### src/rtl/wb_port_arbiter.sv
// ----------------------------------------------------------------------------
// wb_port_arbiter
//   Shares the register file's single write port between the in-order
//   pipeline write-back stage and the multi-cycle unit (div/mul/long load).
//   The pipeline normally wins. A starvation counter tracks lost cycles of a
//   pending multi-cycle write. When the limit is reached, the block forces a
//   one-cycle grant and stalls the pipeline for that cycle.
//
// Parameters
//   STARVE_LIMIT  consecutive lost cycles before a forced grant (1..15)
//
// Ports
//   clk        in   clock, rising edge
//   rst        in   synchronous, active-high reset
//   p_we       in   pipeline write request
//   p_waddr    in   pipeline destination register [4:0]
//   p_wdata    in   pipeline write data [31:0]
//   m_valid    in   multi-cycle write pending
//   m_waddr    in   multi-cycle destination register [4:0]
//   m_wdata    in   multi-cycle write data [31:0]
//   m_ready    out  multi-cycle write accepted (handshake completes)
//   stall_req  out  freeze the whole pipeline, including WB, this cycle
//   rf_we      out  register file write enable
//   rf_waddr   out  register file write address [4:0]
//   rf_wdata   out  register file write data [31:0]
// ----------------------------------------------------------------------------
module wb_port_arbiter #(
    parameter int unsigned STARVE_LIMIT = 4
) (
    input  logic        clk,
    input  logic        rst,
    input  logic        p_we,
    input  logic [4:0]  p_waddr,
    input  logic [31:0] p_wdata,
    input  logic        m_valid,
    input  logic [4:0]  m_waddr,
    input  logic [31:0] m_wdata,
    output logic        m_ready,
    output logic        stall_req,
    output logic        rf_we,
    output logic [4:0]  rf_waddr,
    output logic [31:0] rf_wdata
);

    typedef enum logic [0:0] {
        ST_ARB   = 1'b0,
        ST_FORCE = 1'b1
    } state_e;

    localparam logic [3:0] LIMIT_M1 = 4'(STARVE_LIMIT - 1);

    state_e     state_q, state_d;
    logic [3:0] wait_cnt_q, wait_cnt_d;

    // Combinational arbitration results before reset masking.
    logic sel_m;       // multi-cycle unit is the routed source
    logic route_we;    // some source is routed this cycle
    logic grant_m;     // handshake completes this cycle
    logic force_stall;
    logic routed_zero; // routed destination is x0, so the write is dropped

    always_ff @(posedge clk) begin
        if (rst) begin
            state_q    <= ST_ARB;
            wait_cnt_q <= '0;
        end else begin
            state_q    <= state_d;
            wait_cnt_q <= wait_cnt_d;
        end
    end

    always_comb begin
        state_d     = state_q;
        wait_cnt_d  = wait_cnt_q;
        sel_m       = 1'b0;
        route_we    = 1'b0;
        grant_m     = 1'b0;
        force_stall = 1'b0;

        unique case (state_q)
            ST_ARB: begin
                if (p_we && !m_valid) begin
                    route_we = 1'b1;
                end else if (!p_we && m_valid) begin
                    sel_m      = 1'b1;
                    route_we   = 1'b1;
                    grant_m    = 1'b1;
                    wait_cnt_d = '0;
                end else if (p_we && m_valid) begin
                    route_we = 1'b1;
                    if (p_waddr == m_waddr) begin
                        // The younger pipeline write supersedes the multi-cycle
                        // result. The multi-cycle handshake completes and that
                        // result is dropped.
                        grant_m    = 1'b1;
                        wait_cnt_d = '0;
                    end else if (wait_cnt_q == LIMIT_M1) begin
                        state_d = ST_FORCE;
                    end else begin
                        wait_cnt_d = wait_cnt_q + 4'd1;
                    end
                end
            end

            ST_FORCE: begin
                // m_valid is guaranteed pending here. The gating keeps
                // m_ready and the write qualified by it regardless.
                sel_m       = m_valid;
                route_we    = m_valid;
                grant_m     = m_valid;
                force_stall = 1'b1;
                state_d     = ST_ARB;
                wait_cnt_d  = '0;
            end

            default: begin
                state_d    = ST_ARB;
                wait_cnt_d = '0;
            end
        endcase
    end

    assign routed_zero = sel_m ? (m_waddr == 5'd0) : (p_waddr == 5'd0);

    // When no write reaches the register file, including a dropped x0 write,
    // the address and data buses show the pipeline inputs.
    always_comb begin
        m_ready   = 1'b0;
        stall_req = 1'b0;
        rf_we     = 1'b0;
        rf_waddr  = '0;
        rf_wdata  = '0;
        if (!rst) begin
            m_ready   = grant_m;
            stall_req = force_stall;
            rf_we     = route_we && !routed_zero;
            if (rf_we && sel_m) begin
                rf_waddr = m_waddr;
                rf_wdata = m_wdata;
            end else begin
                rf_waddr = p_waddr;
                rf_wdata = p_wdata;
            end
        end
    end

endmodule

### config.mk
export PLATFORM = sky130hd
export DESIGN_NAME = wb_port_arbiter
export DESIGN_NICKNAME = d
export VERILOG_FILES = /design/src/rtl/wb_port_arbiter.sv
export SDC_FILE = /design/constraint.sdc
export NUM_CORES = 1
export LEC_CHECK = 0
export ABC_CLOCK_PERIOD_IN_PS = 3700
export CAP_MARGIN = 10
export CORE_ASPECT_RATIO = 0.6
export CORE_MARGIN = 2
export CORE_UTILIZATION = 34
export DETAILED_ROUTE_END_ITERATION = 10
export PLACE_DENSITY = 0.88
export SLEW_MARGIN = 15
export SYNTH_ARGS = -nofsm -noshare
export SYNTH_HDL_FRONTEND = slang
export SYNTH_SLANG_ARGS = --single-unit
### constraint.sdc
create_clock -name clk -period 3.7 [get_ports clk]
set_clock_uncertainty 0.1 [all_clocks]
set_input_delay 0.37 -clock clk [delete_from_list [all_inputs] [get_ports clk]]
set_output_delay 0.37 -clock clk [all_outputs]
set_load 0.02 [all_outputs]
Yosys cells after proc, flatten, opt, wreduce, memory -nomap -nowiden
Index checks and enable logic that the tools add are counted.

storage, ports and cells
  bits of input ports = 78
  flip-flop bits (word level) = 5
  output and inout port bits = 40
  logic and storage cells = 53

cells by class
  add/sub/neg operators = 1
  bitwise logic cells = 1
  reduce and logical (&&, ||, !) cells = 11
  mux-type cells = 33
  equal/unequal tests = 5

operator list
  operator                                             count
  two-way mux 32 bit                                   2
  two-way mux 4 bit                                    5
  two-way mux 1 bit                                    19
  zero test 5 bit                                      2
  two-way mux 5 bit                                    2
  case mux 1 bit (2 select lines)                      4
  case mux 4 bit (2 select lines)                      1
  equality test 5 bit                                  1
  logical AND 1 bit                                    5
  adder 4 x 1 -> 4 bit, second input constant          1
  equality test 4 x 2 -> 1 bit, second input constant  1
  inequality test 4 bit, second input constant         1
  zero test 1 bit                                      3
  inequality test 3 bit, second input constant         1
  AND reduction 3 bit                                  1
  inequality test 2 bit, second input constant         1
  inverter 1 bit                                       1

Logic depth before layout (Yosys ltp)
  word-level depth = 11
  depth in mapped cells = 9
  gate-level depth less buffers = 7

Worst setup path before layout
No wires, ideal clock.

  path type = input-to-output
  from = input port p_we
  to = output port rf_wdata[10]
  required time = 3230 ps
  arrival = 1783 ps
  path slack = 1447 ps
  cell stages on the path = 8
  buffers on the path = 1
  path through = inv_1 -> ha_1 -> nor2_1 -> nor3_4 -> a21oi_2 -> clkbuf_1 -> nand2_1 -> a21oi_2

between the ends
  longest elaborated chain between the ends = 11
  elaborated cells on any way between the ends = 17
  classes of those cells = 10 x mux; 7 x reduce/logical

ends and longest elaborated chain
  what                             line  RTL
  start: declaration               32    input logic p_we,
  zero test 1 bit                  84    end else if (!p_we && m_valid) begin
  logical AND 1 bit                84
  two-way mux 1 bit                84
  two-way mux 1 bit                82    if (p_we && !m_valid) begin
  case mux 1 bit (2 select lines)  80    unique case (state_q)
  two-way mux 1 bit                123   assign routed_zero = sel_m ? (m_waddr == 5'd0) : (p_waddr == 5'd0);
  zero test 1 bit                  136   rf_we = route_we && !routed_zero;
  logical AND 1 bit                136
  logical AND 1 bit *              137   if (rf_we && sel_m) begin
  two-way mux 32 bit *             137
  two-way mux 32 bit *             133   if (!rst) begin
  end: declaration                 42    output logic [31:0] rf_wdata

Every way passes the cells marked *; elsewhere a longest branch is shown, timed or not.

Worst setup path after layout
  from = input port m_waddr[4]
  to = output port rf_waddr[4]

between the ends
  longest elaborated chain between the ends = 7

ends and longest elaborated chain
  what                 line  RTL
  start: declaration   36    input logic [4:0] m_waddr,
  zero test 5 bit      123
  two-way mux 1 bit    123
  zero test 1 bit      136
  logical AND 1 bit    136
  logical AND 1 bit    137
  two-way mux 5 bit *  137
  two-way mux 5 bit *  133
  end: declaration     41    output logic [4:0] rf_waddr,

Marked as above.

==> out/qor.txt <==
Max IR drop VDD = 0.000142 V
Initial core utilization = 0.352
Syn_nets = 275
Status = complete, no violations
Share of cells above drive strength 1 = 0.241
Flop-to-flop setup slack = 1.86 ns
Dpl hpwl = 3620 um
Reg2Reg Depth = 6
Fin crit period = 3.41 ns
Final WS setup = 0.292 ns
Clk slew on worst S/H paths = 0.03 ns
CTS buffer count = 3
Die width = 83.2 um
WL met1 = 2030 um
Filler cells = 323
Hold slack = 0.387 ns
Async SR Flop Fraction = 0
WL met2 = 2190 um
Clock tree buffer depth = 2
Post-Route WL = 4600 um
Setup_tns = 0 ns
Total clock sinks = 5
RSZ-0062 raised after global routing = no
Drt via density = 4.92
Max-slew violation count = 0
Setup Crit Path Kind = input port to primary output
Worst Setup SP = m_waddr[4]
Yosys reg bits = 5
Dpl ws = 0.337 ns
Crit Path Max Fanout = 36
Power Density = 178 nW/um2
Post-route cell area = 2500 um2
CP Capture Type = primary output
FP Rows = 17
Hold Buf Count CTS = 0
Antenna violations before repair = 0
Mapped Cells = 191
Final hold vios = 0
Worst path required time = 3.23 ns
Synth Area per Inst = 6.70 um2
Routed vias = 1722
Post-CTS Setup Inserts = 0
Placeable Area = 3640 um2
# setup viols final = 0
RR Endpoint = wait_cnt_q[0]
Synthesis Warnings = 0
Least-Margin Pin Slew = 0.784 ns
# Max-Cap Violations = 0
Worst EP arrival = 2.94 ns
Crit path to = rf_waddr[4]
Placer Congestion = 0.843
Die height = 51.5 um
Global route total overflow = 0
First-pass GRT wire length = 7470 um
Leakage = 0.000930 uW
All-Layer GR Usage = 0.211
Starting DRT DRC Count = 98
Antenna Cells = 0
Slew margin rel. = 0.477
Reg area = 100 um2
Final core occ = 0.687
CTS tree = built
Multi-input gate area = 1060 um2
Fmax = 0.293 GHz
Wire per inst = 13.1 um
Worst skew pair latency = 0.22 ns
Yosys cell types = 33
DR pass1 iterations = 5
Vias in the first global route = 1596
PortBufs = 117
Ports = 118
Fin crit share = 0.921
Post-synthesis sequential area ratio = 0.0782
Final ANT Viol Nets = 0
Hold WC Path Type = flip-flop to flip-flop
Type of origin of the critical path = input port
Most common flop cell mapped by yosys = dfxtp_1
Met3 wire length = 356 um
Clock Root Buffer = clkbuf_8
Area Overhead vs Synth = 95.1%
Post-synth EDFFs = 0
H-tree Lvls = 1
Die area = 4290 um2
Largest net degree at the start of global routing = 37
Highest metal used = met4
Final-stage net count = 388
Mapped cell area = 1280 um2
Post-cts sizing count = 0
Post-DP Area = 2450 um2
Drt drc = 0
R2R Path Start = wait_cnt_q[0]
[cell usage in the layout (no fill, tap or decap), drive strengths merged, types with 2 or more instances in the layout]
| cell | synthesis | layout |
|---|---|---|
| xor2 | 5 | 5 |
| inv | 2 | 2 |
| nand3 | 2 | 2 |
| nor2b | 4 | 4 |
| ha | 6 | 6 |
| buf | 5 | 5 |
| nor3 | 3 | 3 |
| nor2 | 9 | 9 |
| clkbuf | 8 | 4 |
| dfxtp | 5 | 5 |
| a21oi | 41 | 41 |
| or4 | 4 | 4 |
| clkdlybuf4s50 | 0 | 116 |
| nand2b | 2 | 2 |
| o31ai | 2 | 2 |
| nand2 | 81 | 81 |
[per-stage QoR]
step / total power [uW] / cells
after CTS: 447 / 350
after global routing: 473 / 350
final: 443 / 350
after global placement: 341 / 346
after detailed placement: 346 / 346
after floorplan: 192 / 191
[worst min-delay path by stage]
stage                       start            end  slack [ns]  cells past startpoint
floorplan           wait_cnt_q[2]  wait_cnt_q[2]        0.36                      2
global placement    wait_cnt_q[2]  wait_cnt_q[2]        0.37                      2
detailed placement  wait_cnt_q[2]  wait_cnt_q[2]        0.38                      2
CTS                 wait_cnt_q[2]  wait_cnt_q[2]        0.39                      2
global route        wait_cnt_q[2]  wait_cnt_q[2]        0.42                      2
finish              wait_cnt_q[2]  wait_cnt_q[2]        0.39                      2
[layer usage]
layer  vias up  global-route usage
li1        863                   -
met1       780               0.277
met2        77               0.366
met3         2              0.0508
met4         0              0.0273
met5         -                   0
[cell type report]
type,count,area share
repair buffers,121,0.489
flip-flops and latches,5,0.0401
inverters,2,0.00301
clock buffers,4,0.0180
multi-input cells,171,0.426
well taps,47,0.0235
[Yosys cell counts (2+ instances only)]
cell | count | area share
nand2_1 | 51 | 0.15
a21oi_1 | 10 | 0.039
nand2b_1 | 2 | 0.0098
nand2_2 | 30 | 0.15
buf_12 | 3 | 0.047
nor3_1 | 2 | 0.0078
xor2_1 | 5 | 0.034
dfxtp_1 | 5 | 0.078
nor2_1 | 9 | 0.026
a21oi_2 | 31 | 0.21
clkbuf_1 | 8 | 0.023
ha_1 | 6 | 0.059
o31ai_1 | 2 | 0.012
nand3_1 | 2 | 0.0078
inv_1 | 2 | 0.0059
or4_1 | 3 | 0.018
nor2b_1 | 4 | 0.020
[power breakdown]
group          internal, uW  switching, uW  leakage, uW
Combinational           158            130     0.000867
Sequential             55.6           1.51    0.0000405
Clock                  73.8           24.4    0.0000228
[cell families (layout without fill, tap and decap cells)]
group | count (synthesis) | in the layout | synth area share
flops | 5 | 5 | 0.0782
compound gates | 51 | 51 | 0.310
simple gates | 109 | 109 | 0.428
fa+ha+maj | 6 | 6 | 0.0586
xor+xnor | 5 | 5 | 0.0342
buf+inv | 15 | 127 | 0.0909
[registers in the layout, indices dropped and copies added, names as in the netlist]
register / flops
wait_cnt_q: 4
state_q: 1
[critical path, stage by stage]
cell,delay (ns)
clkdlybuf4s50_1,0.48
or4_4,0.58
nor3_4,0.18
a21o_2,0.16
buf_12,0.24
nand2_1,0.09
a21oi_1,0.20
clkdlybuf4s50_1,0.63
Power figures use the tool's default switching activity.
